[src/rtl/nor_flash_pkg.sv]
// Shared definitions for the NOR flash command sequencer: op codes, FSM states,
// default geometry and the erased-byte value.
package nor_flash_pkg;

    localparam int DEF_ADDR_W      = 8;
    localparam int DEF_DATA_W      = 8;
    localparam int DEF_SECTOR_SIZE = 16;
    localparam int DEF_READ_LAT    = 1;
    localparam int DEF_PROG_WAIT   = 4;

    localparam logic [7:0] ERASED_BYTE = 8'hFF;

    typedef enum logic [1:0] {
        OP_READ    = 2'd0,
        OP_PROGRAM = 2'd1,
        OP_ERASE   = 2'd2,
        OP_RSVD    = 2'd3
    } op_e;

    typedef enum logic [3:0] {
        ST_IDLE,
        ST_RD_ISSUE,
        ST_RD_WAIT,
        ST_PG_READ,
        ST_PG_RWAIT,
        ST_PG_WRITE,
        ST_PG_HOLD,
        ST_ER_WRITE,
        ST_ER_HOLD,
        ST_RESP
    } state_e;

endpackage

[src/rtl/nor_flash_ctrl_wait_timer.sv]
// Load / count-down timer shared by every wait state of the sequencer.
// done_o is high during the last cycle of a loaded interval of N (N >= 1) cycles.
module nor_wait_timer #(
    parameter int CNT_W = 3
) (
    input  logic             clk,
    input  logic             rst_n,
    input  logic             load_i,
    input  logic [CNT_W-1:0] load_val_i,
    output logic             done_o
);

    logic [CNT_W-1:0] cnt_q, cnt_d;

    always_ff @(posedge clk or negedge rst_n) begin
        if (!rst_n) begin
            cnt_q <= '0;
        end else begin
            cnt_q <= cnt_d;
        end
    end

    always_comb begin
        cnt_d = cnt_q;
        if (load_i) begin
            cnt_d = load_val_i;
        end else if (cnt_q != '0) begin
            cnt_d = cnt_q - 1'b1;
        end
    end

    assign done_o = (cnt_q == CNT_W'(1));

endmodule

[src/rtl/nor_flash_ctrl.sv]
// NOR flash command sequencer: READ / PROGRAM (clear-only) / ERASE_SECTOR
// over a valid/ready host port, driving a registered-read flash array.
module nor_flash_ctrl
    import nor_flash_pkg::*;
#(
    parameter int ADDR_W      = DEF_ADDR_W,
    parameter int DATA_W      = DEF_DATA_W,
    parameter int SECTOR_SIZE = DEF_SECTOR_SIZE,
    parameter int READ_LAT    = DEF_READ_LAT,
    parameter int PROG_WAIT   = DEF_PROG_WAIT
) (
    input  logic              clk,
    input  logic              rst_n,
    input  logic              cmd_valid,
    output logic              cmd_ready,
    input  logic [1:0]        cmd_op,
    input  logic [ADDR_W-1:0] cmd_addr,
    input  logic [DATA_W-1:0] cmd_wdata,
    output logic              rsp_valid,
    output logic [DATA_W-1:0] rsp_rdata,
    output logic              rsp_err,
    output logic              busy,
    output logic              mem_we,
    output logic              mem_re,
    output logic [ADDR_W-1:0] mem_addr,
    output logic [DATA_W-1:0] mem_wdata,
    input  logic [DATA_W-1:0] mem_rdata
);

    localparam int SB      = $clog2(SECTOR_SIZE);
    localparam int TMR_MAX = (READ_LAT > PROG_WAIT) ? READ_LAT : PROG_WAIT;
    localparam int CNT_W   = $clog2(TMR_MAX + 1);

    state_e            state_q, state_d;
    logic [ADDR_W-1:0] addr_q, addr_d;
    logic [DATA_W-1:0] wdata_q, wdata_d;
    logic [DATA_W-1:0] old_q, old_d;
    logic [DATA_W-1:0] rsp_rdata_q, rsp_rdata_d;
    logic              rsp_err_q, rsp_err_d;
    logic [SB-1:0]     step_q, step_d;

    logic              tmr_load;
    logic [CNT_W-1:0]  tmr_val;
    logic              tmr_done;

    nor_wait_timer #(.CNT_W(CNT_W)) u_timer (
        .clk        (clk),
        .rst_n      (rst_n),
        .load_i     (tmr_load),
        .load_val_i (tmr_val),
        .done_o     (tmr_done)
    );

    always_ff @(posedge clk or negedge rst_n) begin
        if (!rst_n) begin
            state_q     <= ST_IDLE;
            addr_q      <= '0;
            wdata_q     <= '0;
            old_q       <= '0;
            rsp_rdata_q <= '0;
            rsp_err_q   <= 1'b0;
            step_q      <= '0;
        end else begin
            state_q     <= state_d;
            addr_q      <= addr_d;
            wdata_q     <= wdata_d;
            old_q       <= old_d;
            rsp_rdata_q <= rsp_rdata_d;
            rsp_err_q   <= rsp_err_d;
            step_q      <= step_d;
        end
    end

    always_comb begin
        state_d     = state_q;
        addr_d      = addr_q;
        wdata_d     = wdata_q;
        old_d       = old_q;
        rsp_rdata_d = rsp_rdata_q;
        rsp_err_d   = rsp_err_q;
        step_d      = step_q;
        tmr_load    = 1'b0;
        tmr_val     = CNT_W'(READ_LAT);
        mem_we      = 1'b0;
        mem_re      = 1'b0;
        mem_addr    = '0;
        mem_wdata   = '0;

        case (state_q)
            ST_IDLE: begin
                if (cmd_valid) begin
                    addr_d  = cmd_addr;
                    wdata_d = cmd_wdata;
                    step_d  = '0;
                    case (cmd_op)
                        OP_READ:    state_d = ST_RD_ISSUE;
                        OP_PROGRAM: state_d = ST_PG_READ;
                        OP_ERASE:   state_d = ST_ER_WRITE;
                        default: begin
                            rsp_rdata_d = '0;
                            rsp_err_d   = 1'b1;
                            state_d     = ST_RESP;
                        end
                    endcase
                end
            end
            ST_RD_ISSUE, ST_PG_READ: begin
                mem_re   = 1'b1;
                mem_addr = addr_q;
                tmr_load = 1'b1;
                state_d  = (state_q == ST_RD_ISSUE) ? ST_RD_WAIT : ST_PG_RWAIT;
            end
            ST_RD_WAIT: begin
                if (tmr_done) begin
                    rsp_rdata_d = mem_rdata;
                    rsp_err_d   = 1'b0;
                    state_d     = ST_RESP;
                end
            end
            ST_PG_RWAIT: begin
                if (tmr_done) begin
                    old_d   = mem_rdata;
                    state_d = ST_PG_WRITE;
                end
            end
            ST_PG_WRITE: begin
                // Bits can only be cleared; a requested 0->1 is flagged at response time.
                mem_we    = 1'b1;
                mem_addr  = addr_q;
                mem_wdata = old_q & wdata_q;
                tmr_load  = 1'b1;
                tmr_val   = CNT_W'(PROG_WAIT);
                state_d   = ST_PG_HOLD;
            end
            ST_PG_HOLD: begin
                if (tmr_done) begin
                    rsp_rdata_d = old_q & wdata_q;
                    rsp_err_d   = |(wdata_q & ~old_q);
                    state_d     = ST_RESP;
                end
            end
            ST_ER_WRITE: begin
                // Step counter is only SB bits wide, so the walk cannot leave the sector.
                mem_we    = 1'b1;
                mem_addr  = {addr_q[ADDR_W-1:SB], step_q};
                mem_wdata = {DATA_W{1'b1}};
                tmr_load  = 1'b1;
                tmr_val   = CNT_W'(PROG_WAIT);
                state_d   = ST_ER_HOLD;
            end
            ST_ER_HOLD: begin
                if (tmr_done) begin
                    if (step_q == SB'(SECTOR_SIZE - 1)) begin
                        rsp_rdata_d = '0;
                        rsp_err_d   = 1'b0;
                        state_d     = ST_RESP;
                    end else begin
                        step_d  = step_q + 1'b1;
                        state_d = ST_ER_WRITE;
                    end
                end
            end
            ST_RESP: state_d = ST_IDLE;
            default: state_d = ST_IDLE;
        endcase
    end

    assign cmd_ready = (state_q == ST_IDLE);
    assign busy      = (state_q != ST_IDLE);
    assign rsp_valid = (state_q == ST_RESP);
    assign rsp_rdata = rsp_rdata_q;
    assign rsp_err   = rsp_err_q;

endmodule

[config.mk]
export PLATFORM = sky130hd
export DESIGN_NAME = nor_flash_ctrl
export DESIGN_NICKNAME = d
export VERILOG_FILES = /design/src/rtl/nor_flash_pkg.sv /design/src/rtl/nor_flash_ctrl_wait_timer.sv /design/src/rtl/nor_flash_ctrl.sv
export SDC_FILE = /design/constraint.sdc
export NUM_CORES = 1
export LEC_CHECK = 0
export ABC_CLOCK_PERIOD_IN_PS = 3250
export CAP_MARGIN = 25
export CELL_PAD_IN_SITES_DETAIL_PLACEMENT = 1
export CELL_PAD_IN_SITES_GLOBAL_PLACEMENT = 1
export CORE_MARGIN = 5
export CORE_UTILIZATION = 38
export DETAILED_ROUTE_END_ITERATION = 8
export GPL_ROUTABILITY_DRIVEN = 0
export GPL_TIMING_DRIVEN = 0
export PLACE_DENSITY = 0.86
export REMOVE_ABC_BUFFERS = 1
export SYNTH_ARGS = -nofsm -noshare
export SYNTH_HDL_FRONTEND = slang
export SYNTH_SLANG_ARGS = --single-unit
[constraint.sdc]
create_clock -name clk -period 3.25 [get_ports clk]
set_input_delay 0.975 -clock clk [delete_from_list [all_inputs] [get_ports clk]]
set_output_delay 0.975 -clock clk [all_outputs]
set_load 0.01 [all_outputs]
==> flow_metrics.tcl <==
set metrics [dict create \
    post-route-drc-count 0 \
    finalCritPeriodShare_pct 96.1 \
    dr.pass1.iters 4 \
    synth_ff_type "dfrtp_1" \
    startpoint_type "flop" \
    path_class "flop to output pin" \
    drtIter0Drc 123 \
    die_y_um 89.4 \
    synth_xor_area_share_pct 0.366 \
    grt_start_max_net_pins 28 \
    power.leakage_nw 1.35 \
    maxSlewViolCount 0 \
    overflow 0 \
    numPortBuffers 58 \
    grtUsageTotal_pct 18.0 \
    synth-seq-area-share_pct 46.0 \
    yosys_warnings 0 \
    path_buf_inv 1 \
    die_w_um 89.4 \
    avgSynthCellArea_um2 10.5 \
    clock.fmax_ghz 0.320 \
    hp-class "flop to flop" \
    dpl-instance-area_um2 3040 \
    synthMuxAreaShare_pct 16.4 \
    crit_arrival_ps 2150 \
    via_per_inst 5.42 \
    peakVddDrop_mv 0.338 \
    clk_latency_ps 300 \
    wl_um 6730 \
    synth_adder_area_share_pct 3.66 \
    post-cts-setup-buffers 0 \
    fin_skew_ps 8.38 \
    clkSinkCount 44 \
    yosys.area.top_type "dfrtp_1" \
    end_kind "output pin" \
    nFillCells 720 \
    setup_viol 0 \
    grt_pass1_wl_um 11100 \
    final_cell_area_um2 3180 \
    synth_area_leaders "dfrtp_1 (46%), mux2_2 (16%), a21oi_1 (3.8%)" \
    power_mw 2.74 \
    cts_buffers 5 \
    crit_path_top_delay_cell "clkdlybuf4s50_1" \
    wl_per_cell_um 18.5 \
    via_count 1967 \
    io_pins 59 \
    core_um2 6240 \
    drive_above_1_share_pct 19.2 \
    synth.distinct_cells 45 \
    syn2layout_area_growth_pct 32.8 \
    ys_ff_latch 44 \
    crit_path_max_fanout 19 \
    synth_edf_count 0 \
    grt_pass1_vias 2221 \
    design.die.area_um2 7990 \
    tightest_slew_ps 1030 \
    syn-cell-area_um2 2390 \
    synth-simple-area-share_pct 14.0 \
    timing.critical_path.cells "nor2b_4 -> nand2_1 -> nor2_1 -> clkdlybuf4s50_1" \
    synth_cells 229 \
    timing.slew.headroom_pct 31.2 \
    status "completed" \
    clkTransAtPathRegs_ps 90 \
    async_flop_share_pct 100 \
    antenna_found_initial 0 \
    finalCriticalPeriod_ps 3120 \
    synth_most_common_cell "dfrtp_1" \
    power_density_nw_per_um2 864 \
    synth_compound_area_share_pct 14.8 \
    synth_top_family_by_area "multiplexers" \
    htree_levels 2 \
    fin_nets 321 \
    antenna_cells 0 \
    cts_tree "yes" \
    cts-root-buf "clkbuf_8" \
    cpPeakStageDelay_ps 560 \
    place_hpwl_um 4810 \
    cts.path.max_buffers 2 \
    reg2reg_slack_ps 590 \
    ant_nets 0 \
    critical-path-top-delay-family "simple AND/OR/NAND/NOR gates" \
    num_rows 29 \
    rsz0062_at_grt "no" \
    start_util_pct 38.4 \
    synth_top_area_share_pct 46.0 \
    yosys-top-cells-count "dfrtp_1 (44), mux2_2 (33), a21oi_1 (18), nor2_1 (18)" \
    cp.required_ps 2270 \
    final_hold_viol_count 0 \
    maxCapViolCount 0 \
]
[flip-flops by register name, indices dropped and copies added (netlist names)]
| name | flops |
|---|---|
| wdata_q | 8 |
| rsp_err | 1 |
| old_q | 8 |
| step_q | 4 |
| u_timer.cnt_q | 3 |
| state_q | 4 |
| addr_q | 8 |
| rsp_rdata | 8 |
[worst register-to-register path, cell delays in order, from the launching register on]
cell and delay (ps):
dfrtp_1 390, inv_1 140, ha_1 160, nor2b_1 460, a31oi_1 230, nor4_2 560
buf_4 270, mux2_2 340
[cells by family after synthesis]
logic type,after synthesis
fa+ha+maj,7
mux,35
simple gates,64
xor+xnor,1
compound gates,51
flops,44
buf+inv,27
[timing repair]
item | in CTS | in global routing
endpoints found under the setup margin | 9 | 15
hold buffers | 0 | 0
endpoints found under the hold margin | 0 | 0
gates resized for setup | 3 | 4
gates cloned | 0 | 0
[worst paths after layout]
path                                      to  cells past startpoint        startpoint
worst max-delay path            mem_wdata[5]                      4        state_q[0]
worst min-delay path               addr_q[6]                      1         addr_q[6]
worst max register to register  rsp_rdata[3]                      7  u_timer.cnt_q[1]
worst min register to register     addr_q[6]                      1         addr_q[6]
max in group asynchronous         state_q[0]                      2             rst_n
min in group asynchronous       rsp_rdata[1]                      1             rst_n
[report_power, final]
part	leakage [nW]	switching, mW	internal [mW]
Combinational	0.752	0.580	0.655
Clock	0.0614	0.195	0.251
Sequential	0.539	0.290	0.774
[area by class of cell]
class / count / area [um2] / share of cell area (%)
Timing Repair Buffer: 61 / 611 / 19.2
Clock buffer: 6 / 82.6 / 2.60
Multi-Input combinational cell: 158 / 1180 / 37.3
Inverter: 15 / 56.3 / 1.77
Clock inverter: 2 / 38.8 / 1.22
Sequential cell: 44 / 1110 / 34.9
Tap cell: 77 / 96.3 / 3.03
[layout by cell type (no fill, tap or decap), drive strengths merged, types with 2 or more instances in the layout]
master	synthesis	routed
a211oi	2	2
a21oi	18	18
a22oi	2	2
a31oi	2	2
a32o	8	8
and2	5	5
buf	7	4
clkbuf	5	6
clkdlybuf4s50	0	57
dfrtp	44	44
ha	7	7
inv	15	15
mux2	33	33
mux2i	2	2
nand2	14	14
nand2b	6	6
nand3	6	6
nor2	18	18
nor2b	3	3
nor3	3	3
o21ai	2	2
o22ai	5	5
o2bb2ai	2	2
or4b	3	3
[layer usage]
metal,up-vias,GRT usage [%],wire length (um)
li1,925,-,-
met1,989,21.2,2760
met4,0,3.79,58
met3,7,4.98,363
met2,46,32.5,3550
met5,-,0,0
[metrics by stage]
stage                     util, %  instances  hold slack [ps]  setup WS [ps]  setup TNS [ps]
final                        50.9        363              507            127               0
after global routing         50.9        363              532          0.268               0
after CTS                    50.8        363              510           7.78               0
after detailed placement     48.7        355              491          -49.0            -112
after global placement       48.3        352              481          -95.8            -869
after floorplan                 -        217              471            852               0
No activity file was read; power rests on OpenSTA's default activity.
